===== config.mk =====
export PLATFORM = sky130hd
export DESIGN_NAME = multi_debouncer_flat
export DESIGN_NICKNAME = d
export VERILOG_FILES = /design/src/rtl/multi_debouncer_if.sv /design/src/rtl/multi_debouncer.sv /design/src/flat_wrapper.sv
export SDC_FILE = /design/constraint.sdc
export NUM_CORES = 1
export LEC_CHECK = 0
export BUFFER_PORTS_ARGS = -buffer_cell sky130_fd_sc_hd__buf_2
export CAP_MARGIN = 10
export CORE_ASPECT_RATIO = 1.5
export CORE_MARGIN = 10
export CORE_UTILIZATION = 62
export DETAILED_ROUTE_END_ITERATION = 8
export GPL_TIMING_DRIVEN = 0
export HOLD_SLACK_MARGIN = 0.1
export PLACE_DENSITY_LB_ADDON = 0.1
export SYNTH_ARGS = -nofsm -noshare
export SYNTH_HDL_FRONTEND = slang
export SYNTH_SLANG_ARGS = --single-unit

===== constraint.sdc =====
create_clock -name clk -period 2.9 [get_ports clk]
set_clock_uncertainty 0.2 [all_clocks]
set_input_delay 0.145 -clock clk [delete_from_list [all_inputs] [get_ports clk]]
set_output_delay 0.145 -clock clk [all_outputs]
set_load 0.1 [all_outputs]

===== src/rtl/multi_debouncer_if.sv =====
// Debouncer channel bundle: raw switch inputs plus the sample qualifier in,
// debounced levels and edge/long-hold pulses out.
// Latency: none (wires only). Backpressure: none; all signals are level/pulse.
// Ports: i_din/i_sample_en driven by the master; o_dout/o_rise/o_fall/o_long_press by the slave.
interface multi_debouncer_if #(
  parameter int N_CH = 8
);
  logic [N_CH-1:0] i_din;
  logic            i_sample_en;
  logic [N_CH-1:0] o_dout;
  logic [N_CH-1:0] o_rise;
  logic [N_CH-1:0] o_fall;
  logic [N_CH-1:0] o_long_press;

  modport master (
    output i_din, i_sample_en,
    input  o_dout, o_rise, o_fall, o_long_press
  );

  modport slave (
    input  i_din, i_sample_en,
    output o_dout, o_rise, o_fall, o_long_press
  );
endinterface


===== src/rtl/multi_debouncer.sv =====
// Per-channel switch debouncer with rise/fall pulses and optional long-press pulse.
// Latency: dout follows a clean din step 2+STABLE_CYCLES cycles later (sample_en high).
// Backpressure: none; every channel is evaluated every cycle, pulses are one cycle wide.
//
// Ports: clk, rst_n (async active-low); bus (slave modport of multi_debouncer_if):
//   i_din raw inputs, i_sample_en qualifier tick, o_dout debounced level,
//   o_rise/o_fall edge pulses, o_long_press hold pulse.
// Optional feature macro: DEB_LONG_PRESS_EN (hold counters + long_press pulse).
module multi_debouncer #(
  parameter int N_CH          = 8,
  parameter int CNT_W         = 16,
  parameter int STABLE_CYCLES = 1000,
  parameter int LONG_CYCLES   = 50000
) (
  input  logic                clk,
  input  logic                rst_n,
  multi_debouncer_if.slave    bus
);

  // Reject configurations that would let a counter wrap.
  generate
    if (N_CH < 1 || N_CH > 8 || CNT_W < 1 || CNT_W > 30 ||
        STABLE_CYCLES < 1 || STABLE_CYCLES > (2**CNT_W) - 1 ||
        LONG_CYCLES < 1 || LONG_CYCLES > (2**CNT_W) - 1) begin : g_bad_param
      $error("multi_debouncer: parameter out of range");
    end
  endgenerate

  localparam logic [CNT_W-1:0] STABLE_LAST = CNT_W'(STABLE_CYCLES - 1);

  logic [N_CH-1:0]  r_sync1;
  logic [N_CH-1:0]  r_sync2;
  logic [N_CH-1:0]  r_dout;
  logic [N_CH-1:0]  r_rise;
  logic [N_CH-1:0]  r_fall;
  logic [CNT_W-1:0] r_cnt [N_CH];

  logic [N_CH-1:0]  w_dout_nxt;
  logic [CNT_W-1:0] w_cnt_nxt [N_CH];

  // Any sample matching the current output restarts qualification, so a
  // single bounce cycle costs the full STABLE_CYCLES again.
  always_comb begin
    for (int i = 0; i < N_CH; i++) begin
      w_dout_nxt[i] = r_dout[i];
      w_cnt_nxt[i]  = r_cnt[i];
      if (r_sync2[i] == r_dout[i]) begin
        w_cnt_nxt[i] = '0;
      end else if (bus.i_sample_en) begin
        if (r_cnt[i] == STABLE_LAST) begin
          w_dout_nxt[i] = r_sync2[i];
          w_cnt_nxt[i]  = '0;
        end else begin
          w_cnt_nxt[i] = r_cnt[i] + CNT_W'(1);
        end
      end
    end
  end

  always_ff @(posedge clk or negedge rst_n) begin
    if (!rst_n) begin
      r_sync1 <= '0;
      r_sync2 <= '0;
      r_dout  <= '0;
      r_rise  <= '0;
      r_fall  <= '0;
      for (int i = 0; i < N_CH; i++) r_cnt[i] <= '0;
    end else begin
      r_sync1 <= bus.i_din;
      r_sync2 <= r_sync1;
      r_dout  <= w_dout_nxt;
      r_rise  <= w_dout_nxt & ~r_dout;
      r_fall  <= ~w_dout_nxt & r_dout;
      for (int i = 0; i < N_CH; i++) r_cnt[i] <= w_cnt_nxt[i];
    end
  end

  assign bus.o_dout = r_dout;
  assign bus.o_rise = r_rise;
  assign bus.o_fall = r_fall;

`ifdef DEB_LONG_PRESS_EN
  localparam logic [CNT_W-1:0] LONG_VAL  = CNT_W'(LONG_CYCLES);
  localparam logic [CNT_W-1:0] LONG_LAST = CNT_W'(LONG_CYCLES - 1);

  logic [CNT_W-1:0] r_hold [N_CH];
  logic [N_CH-1:0]  r_long;

  // Hold counter parks at LONG_CYCLES so the pulse fires once per press;
  // it only rearms after dout drops back to 0.
  always_ff @(posedge clk or negedge rst_n) begin
    if (!rst_n) begin
      r_long <= '0;
      for (int i = 0; i < N_CH; i++) r_hold[i] <= '0;
    end else begin
      for (int i = 0; i < N_CH; i++) begin
        if (!r_dout[i]) begin
          r_hold[i] <= '0;
          r_long[i] <= 1'b0;
        end else if (bus.i_sample_en && (r_hold[i] != LONG_VAL)) begin
          r_hold[i] <= r_hold[i] + CNT_W'(1);
          r_long[i] <= (r_hold[i] == LONG_LAST);
        end else begin
          r_long[i] <= 1'b0;
        end
      end
    end
  end

  assign bus.o_long_press = r_long;
`else
  assign bus.o_long_press = '0;
`endif

endmodule


===== src/flat_wrapper.sv =====
// flat-port wrapper written by rule: the top's interface ports become plain ports
module multi_debouncer_flat 
#(
  parameter int N_CH          = 8,
  parameter int CNT_W         = 16,
  parameter int STABLE_CYCLES = 1000,
  parameter int LONG_CYCLES   = 50000
)
  (clk, rst_n, bus_i_din, bus_i_sample_en, bus_o_dout, bus_o_rise, bus_o_fall, bus_o_long_press);
  multi_debouncer_if #(.N_CH(N_CH)) bus_i ();
  input  logic clk;
  input  logic rst_n;
  input wire logic [$bits(bus_i.i_din)-1:0] bus_i_din;
  input wire logic [$bits(bus_i.i_sample_en)-1:0] bus_i_sample_en;
  output wire logic [$bits(bus_i.o_dout)-1:0] bus_o_dout;
  output wire logic [$bits(bus_i.o_rise)-1:0] bus_o_rise;
  output wire logic [$bits(bus_i.o_fall)-1:0] bus_o_fall;
  output wire logic [$bits(bus_i.o_long_press)-1:0] bus_o_long_press;
  assign bus_i.i_din = bus_i_din;
  assign bus_i.i_sample_en = bus_i_sample_en;
  assign bus_o_dout = bus_i.o_dout;
  assign bus_o_rise = bus_i.o_rise;
  assign bus_o_fall = bus_i.o_fall;
  assign bus_o_long_press = bus_i.o_long_press;
  multi_debouncer #(.N_CH(N_CH), .CNT_W(CNT_W), .STABLE_CYCLES(STABLE_CYCLES), .LONG_CYCLES(LONG_CYCLES)) u_core (.clk(clk), .rst_n(rst_n), .bus(bus_i));
endmodule

==> results of run 1 <==
[routing by layer]
metal | up-vias | part of all wire [%] | track usage (%)
li1 | 3231 | - | -
met1 | 3380 | 40 | 24.1
met2 | 226 | 52 | 35.1
met3 | 55 | 4.3 | 3.45
met4 | 0 | 3.1 | 10.9
met5 | - | 0 | 0
[cells in the final DEF (no fill, tap or decap), drive strengths merged, types with 19 or more instances in the layout]
| cell type | count |
|---|---|
| a21oi | 33 |
| dfrtp | 168 |
| nand3 | 38 |
| xor2 | 47 |
| buf | 49 |
| and3 | 20 |
| nand4 | 36 |
| nor3b | 19 |
| nor3 | 20 |
| o21ai | 38 |
| xnor2 | 30 |
| nand2 | 93 |
| inv | 21 |
| clkbuf | 29 |
| nor2 | 103 |
[cells by family (layout without fill, tap and decap cells)]
family          count (synthesis)  in the layout  share of synthesized area [%]
simple gates                  421            421                           27.1
mux                            15             15                           1.95
buf+inv                        44            120                           2.43
flops                         168            168                           49.7
other cells                     1              8                         0.0444
xor+xnor                       77             77                           8.07
fa+ha+maj                       8              8                           1.18
compound gates                127            127                           9.55
[flip-flops by register name (all words and copies together) (netlist names)]
register / flops
u_core.bus.o_fall: 8
u_core.r_sync2: 8
u_core.r_sync1: 8
u_core.r_cnt: 128
u_core.bus.o_dout: 8
u_core.bus.o_rise: 8
[worst max-delay path: stages (launching register included)]
cell     delay [ps]
dfrtp_1         450
or4b_1          610
nor4_4          420
nand2_1         220
nand2_1         310
nor2_1           80
[worst max-delay path by stage]
stage / cells after the start / endpoint / start / slack, ps
CTS: 5 / u_core.r_cnt[43]$_DFFE_PN0P_ / u_core.r_cnt[35]$_DFFE_PN0P_ / 470
floorplan: 5 / u_core.r_cnt[43]$_DFFE_PN0P_ / u_core.bus.o_dout[5]$_DFF_PN0_ / 340
global route: 7 / u_core.r_cnt[56]$_DFFE_PN0P_ / u_core.r_cnt[49]$_DFFE_PN0P_ / 280
finish: 5 / u_core.r_cnt[70]$_DFFE_PN0P_ / u_core.r_cnt[67]$_DFFE_PN0P_ / 480
detailed placement: 8 / u_core.r_cnt[21]$_DFFE_PN0P_ / bus_i_sample_en / 220
global placement: 1 / u_core.r_cnt[20]$_DFFE_PN0P_ / rst_n / -960
[power groups by stage]
stage / clock [uW] / sequential, uW / combinational, uW
after floorplan: 0 / 2450 / 177
after global placement: 0 / 2450 / 267
after detailed placement: 0 / 2450 / 282
after CTS: 2250 / 2410 / 295
after global routing: 2360 / 2420 / 326
final: 2210 / 2410 / 293
[cell type report]
type / instances / share of cell area (%)
inverters: 21 / 0.824
well taps: 162 / 2.12
repair buffers: 44 / 3.16
plain buffers: 23 / 1.32
clock buffers: 21 / 4.81
clock inverters: 11 / 1.29
flip-flops and latches: 168 / 43.9
multi-input cells: 656 / 42.5
[per-stage QoR]
step | hold WS, ps | util, % | TNS, ps | setup slack (ps) | cells
6_report | 134 | 71.1 | 0 | 480 | 1106
5_1_grt | 139 | 71.1 | 0 | 280 | 1106
4_1_cts | 122 | 71.1 | 0 | 474 | 1106
3_5_place_dp | -75.9 | 66.0 | 0 | 218 | 1064
3_3_place_gp | 52.5 | 65.7 | -159420 | -964 | 1063
2_1_floorplan | -351 | - | 0 | 340 | 868
==> out/qor.yml, run 1 <==
pwr:
  power_density_nw_per_um2: 514
  pwr-share-clk_pct: 45.0
  power.leakage_uw: 0.00416
  p_seq_share_pct: 49.0
  power.switching_uw: 1150
  ir_worst_vdd_mv: 0.361
  power.total_uw: 4920
  p_int_uw: 3770
  power_frac_comb_pct: 6.0
  switching_share_pct: 23.4
hold_path:
  hp-start: "bus_i_sample_en"
  hp-class: "primary input to flop"
  min_to: "u_core.r_cnt[79]$_DFFE_PN0P_"
  whs_path_depth: 5
yosys:
  synth_common_cells: "dfrtp_1, nor2_1, nand2_1"
  synthDominantCellAreaShare_pct: 49.7
  syn_inst: 861
  yosysMostFrequentCell: "dfrtp_1"
  ys_seq_area_share_pct: 49.7
  synth_cell_types: 65
  synth_flop_cell: "dfrtp_1"
  yosys_warnings: 0
  async_flop_share_pct: 100
  syn_avg_cell_area_um2: 9.82
  mappedNetlistArea_um2: 8450
  synthDominantAreaCellType: "dfrtp_1"
  synth_area_leaders: "dfrtp_1, xor2_1, nor2_1"
  synth_edf_count: 0
  synth_seq_cells: 168
grt:
  antenna_found_initial: 0
  grt_start_max_net_pins: 103
  grt_overflow_total: 0
  grt_pass1_vias: 6909
  grt_pass1_wl_mm: 31.8
  grtUsageTotal_pct: 20.6
clocking:
  numClockSinks: 168
  cts_resized: 0
  hold_buffers: 10
  postCtsSetupBuffers: 0
  clk-insertion-delay-late_ps: 420
  cts-htree-levels: 4
  clk_pin_slew_ps: 70
  cts_tree: "yes"
  root_buffer: "clkbuf_16"
  cts_buffer_depth: 2
  numCtsBuffers: 17
cells_and_area:
  fin_nets: 950
  final_layout_size_suffix_gt1_share_pct: 10.7
  ff_latch_area_um2: 4200
  fillCellCount: 1005
  area_growth_pct: 13.2
  multi_input_area_um2: 4070
  design_area_um2: 9570
  insertedDiodeCount: 0
sta:
  max_freq_mhz: 413
  setup_viol_count_final: 0
  drv_slew: 0
  fin_crit_sh_pct: 83.4
  rsz0062_at_grt: "no"
  slew_headroom_pct: 44.2
  fin_crit_ps: 2420
  tightestPinTransition_ps: 831
  hold_violations: 0
placement:
  dpl.hpwl_mm: 12.8
  place_congestion: 0.916
  numPortBuffers: 33
  post_dp_cell_area_um2: 8890
setup_path:
  reg2reg_depth: 5
  r2r_setup_slack_ps: 480
  timing.rr.end: "u_core.r_cnt[70]$_DFFE_PN0P_"
  required_ps: 3000
  cp.arrival_ps: 2520
  criticalPathCategory: "flop to flop"
  reg2reg_from: "u_core.r_cnt[67]$_DFFE_PN0P_"
  cp-start-kind: "flop"
  cp-end-kind: "flop"
  path_max_fanout: 8
routing:
  first_pass_iters: 7
  avgRoutedWirePerCell_um: 17.0
  drc: 0
  vias_per_cell: 6.23
  vias: 6892
  drt_wl_total_mm: 18.8
  ant_nets: 0
  drtIter0Drc: 520
run_status:
  status: "finished, final reports clean"
floorplanning:
  die_h_um: 163
  pin_count: 43
  coreArea_um2: 13500
  die_w_um: 115
  dieArea_um2: 18800
  start_util_pct: 62.8
  row_count: 52
run:
  maxCapViolCount: 0
Power figures use the tool's default switching activity.
==> inputs of run 2 (changes only) <==
==> constraint.sdc (replaced) <==
create_clock -name clk -period 2.4 [get_ports clk]
set_clock_uncertainty 0.2 [all_clocks]
set_input_delay 0.12 -clock clk [delete_from_list [all_inputs] [get_ports clk]]
set_output_delay 0.12 -clock clk [all_outputs]
set_load 0.1 [all_outputs]
==> run 2 against run 1 <==
Compared with the run above:
- combinational power increased by 23%
- power increased by 24%
- cell count is 0.54% higher
- sequential power is 21% higher
- register-to-register slack got worse by 400 ps
- sequential share of layout area down 0.53 points
- global-route usage rose by 0.36 points
- hold slack worse by 21 ps
- final area rose by 1.3%
- clock power up 29%
- via count is 0.68% lower
- flip-flop and latch count is the same
- critical endpoint is now u_core.r_cnt[76]$_DFFE_PN0P_
- largest cell class unchanged
==> out/qor.yml, run 2 (synthesized netlist as in run 1, its figures left out) <==
floorplanning:
  die_h_um: 163  # unchanged
  die_w_um: 115  # unchanged
  pin_count: 43  # unchanged
  start_util_pct: 62.8  # unchanged
  dieArea_um2: 18800  # unchanged
  coreArea_um2: 13500  # unchanged
  row_count: 52  # unchanged
sta:
  rsz0062_at_grt: "no"
  setup_viol_count_final: 0  # unchanged
  tightestPinTransition_ps: 804  # -27.1 ps
  slew_headroom_pct: 46.4  # +2.2 points
  fin_crit_ps: 2320  # -103 ps
  max_freq_mhz: 432  # +4.5%
  fin_ws_ps: 83.4  # -397 ps
  holdWs_ps: 113  # -20.9 ps
  drv_slew: 0  # unchanged
  fin_crit_sh_pct: 96.5  # +13 points
  hold_violations: 0  # unchanged
cells_and_area:
  final_cell_mix: "dfrtp_1, nor2_1, nand2_1"
  area_growth_pct: 14.7
  insertedDiodeCount: 0  # unchanged
  final_layout_size_suffix_gt1_share_pct: 12.0  # +1.3 points
  largest_reg_flops: 128  # unchanged
  design_area_um2: 9700  # +1.3%
  layout_commonest_cell: "dfrtp_1"
  fillCellCount: 988  # -1.7%
  multi_input_area_um2: 4110  # +0.98%
  fin_nets: 957  # +0.74%
  ff_latch_area_um2: 4210  # about the same
  regMostFlops: "u_core.r_cnt"
  stdcell_count: 1112  # +0.54%
placement:
  numPortBuffers: 33  # unchanged
  post_dp_cell_area_um2: 8890  # about the same
  preCtsSetupSlack_ps: -281  # -499 ps
  dpl.hpwl_mm: 13.1  # +2.2%
  place_congestion: 0.898  # -1.9%
  dp.cells: 1064  # unchanged
grt:
  grt_overflow_total: 0  # unchanged
  grt_start_max_net_pins: 111  # +7.8%
  grt_pass1_wl_mm: 32.4  # +2.0%
  antenna_found_initial: 0  # unchanged
  grt_pass1_vias: 6979  # +1.0%
  grtUsageTotal_pct: 20.9  # +0.36 points
routing:
  vias: 6845  # -0.68%
  avgRoutedWirePerCell_um: 17.3  # +1.9%
  drc: 0  # unchanged
  drt_wl_total_mm: 19.3  # +2.5%
  drtIter0Drc: 522  # +0.38%
  ant_nets: 0  # unchanged
  first_pass_iters: 5  # -2
  vias_per_cell: 6.16  # -1.2%
setup_path:
  cp-end-kind: "flop"
  critPathCapture: "u_core.r_cnt[76]$_DFFE_PN0P_"
  reg2reg_depth: 6  # +1
  critical_path.startpoint: "u_core.r_cnt[77]$_DFFE_PN0P_"
  cp-start-kind: "flop"
  criticalPathCategory: "flop to flop"
  path_max_fanout: 7  # -1
  timing.rr.end: "u_core.r_cnt[76]$_DFFE_PN0P_"
  required_ps: 2500  # -500 ps
  reg2reg_from: "u_core.r_cnt[77]$_DFFE_PN0P_"
  r2r_setup_slack_ps: 80  # -400 ps
  cp.arrival_ps: 2420  # -100 ps
clocking:
  cts_tree: "yes"
  numClockSinks: 168  # unchanged
  clk-insertion-delay-late_ps: 420  # about the same
  clk_pin_slew_ps: 60  # about the same
  numCtsBuffers: 17  # unchanged
  root_buffer: "clkbuf_16"
  cts-htree-levels: 4  # unchanged
  cts_buffer_depth: 2  # unchanged
hold_path:
  hp-class: "primary input to flop"
pwr:
  power_density_nw_per_um2: 631  # +23%
  ir_worst_vdd_mv: 0.435  # +21%
  power.leakage_uw: 0.00421  # +1.2%
run_status:
  status: "finished, final reports clean"
run:
  maxCapViolCount: 0  # unchanged
[run 2: changes by cell type in the layout (fill, tap and decap cells not counted), moves of 2 or more]
cell / previous run / this run
buf_4: 10 / 16
bufinv_16: 2 / 4
clkinv_4: 3 / 0
dfrtp_1: 168 / 165
dfrtp_2: 0 / 3
dlygate4sd3_1: 10 / 12
nand2_1: 93 / 87
nand2_2: 0 / 6
[run 2: layer usage]
layer	up-vias	track usage, %	wire length [um]
met3	34	3.71	664
met5	-	0	0
met1	3383	24.5	8040
li1	3257	-	-
met2	171	36.8	10200
met4	0	8.32	373
[run 2: cell type report]
cell class	count	area share [%]
buffer	22	1.26
clock buffer	22	4.68
clock inverter	9	1.55
inverter	21	0.813
multi-input combinational	656	42.4
sequential	168	43.4
tap	162	2.09
timing repair buffer	52	3.79
[run 2: where the power goes]
group	leakage, uW	total, uW	switching (uW)	internal (uW)
Combinational	0.00162	361	259	101
Sequential	0.00229	2920	43.9	2870
Clock	0.000290	2840	1080	1760
[run 2: through the flow]
step                total power, uW  util [%]  TNS, ps
floorplan                      3170         -        0
global placement               3280      65.7  -238580
detailed placement             3310      66.0    -2410
CTS                            6160      71.5        0
global route                   6330      72.0        0
finish                         6120      72.0        0
[run 2: worst max-delay path, stage by stage (launching register included)]
cell	delay, ps
dfrtp_1	430
or4_1	600
nor4_4	430
or2_1	160
buf_4	140
a41oi_1	50
o22a_1	200
[run 2: worst min path at each step]
stage,start,to,slack (ps),depth (start not counted)
finish,bus_i_sample_en,u_core.r_cnt[44]$_DFFE_PN0P_,110,4
CTS,bus_i_sample_en,u_core.r_cnt[44]$_DFFE_PN0P_,100,4
detailed placement,rst_n,u_core.r_cnt[65]$_DFFE_PN0P_,-130,1
global route,bus_i_din[3],u_core.r_sync1[3]$_DFF_PN0_,140,2
global placement,bus_i_din[2],u_core.r_sync1[2]$_DFF_PN0_,30,1
floorplan,rst_n,u_core.bus.o_dout[0]$_DFF_PN0_,-380,0
[run 2: timing repair]
action,CTS,global route
hold endpoints to repair,178,0
buffers inserted,0,6
hold buffers,12,0
gates resized for setup,2,7
pin swaps,0,4
endpoints found under the setup margin,10,61
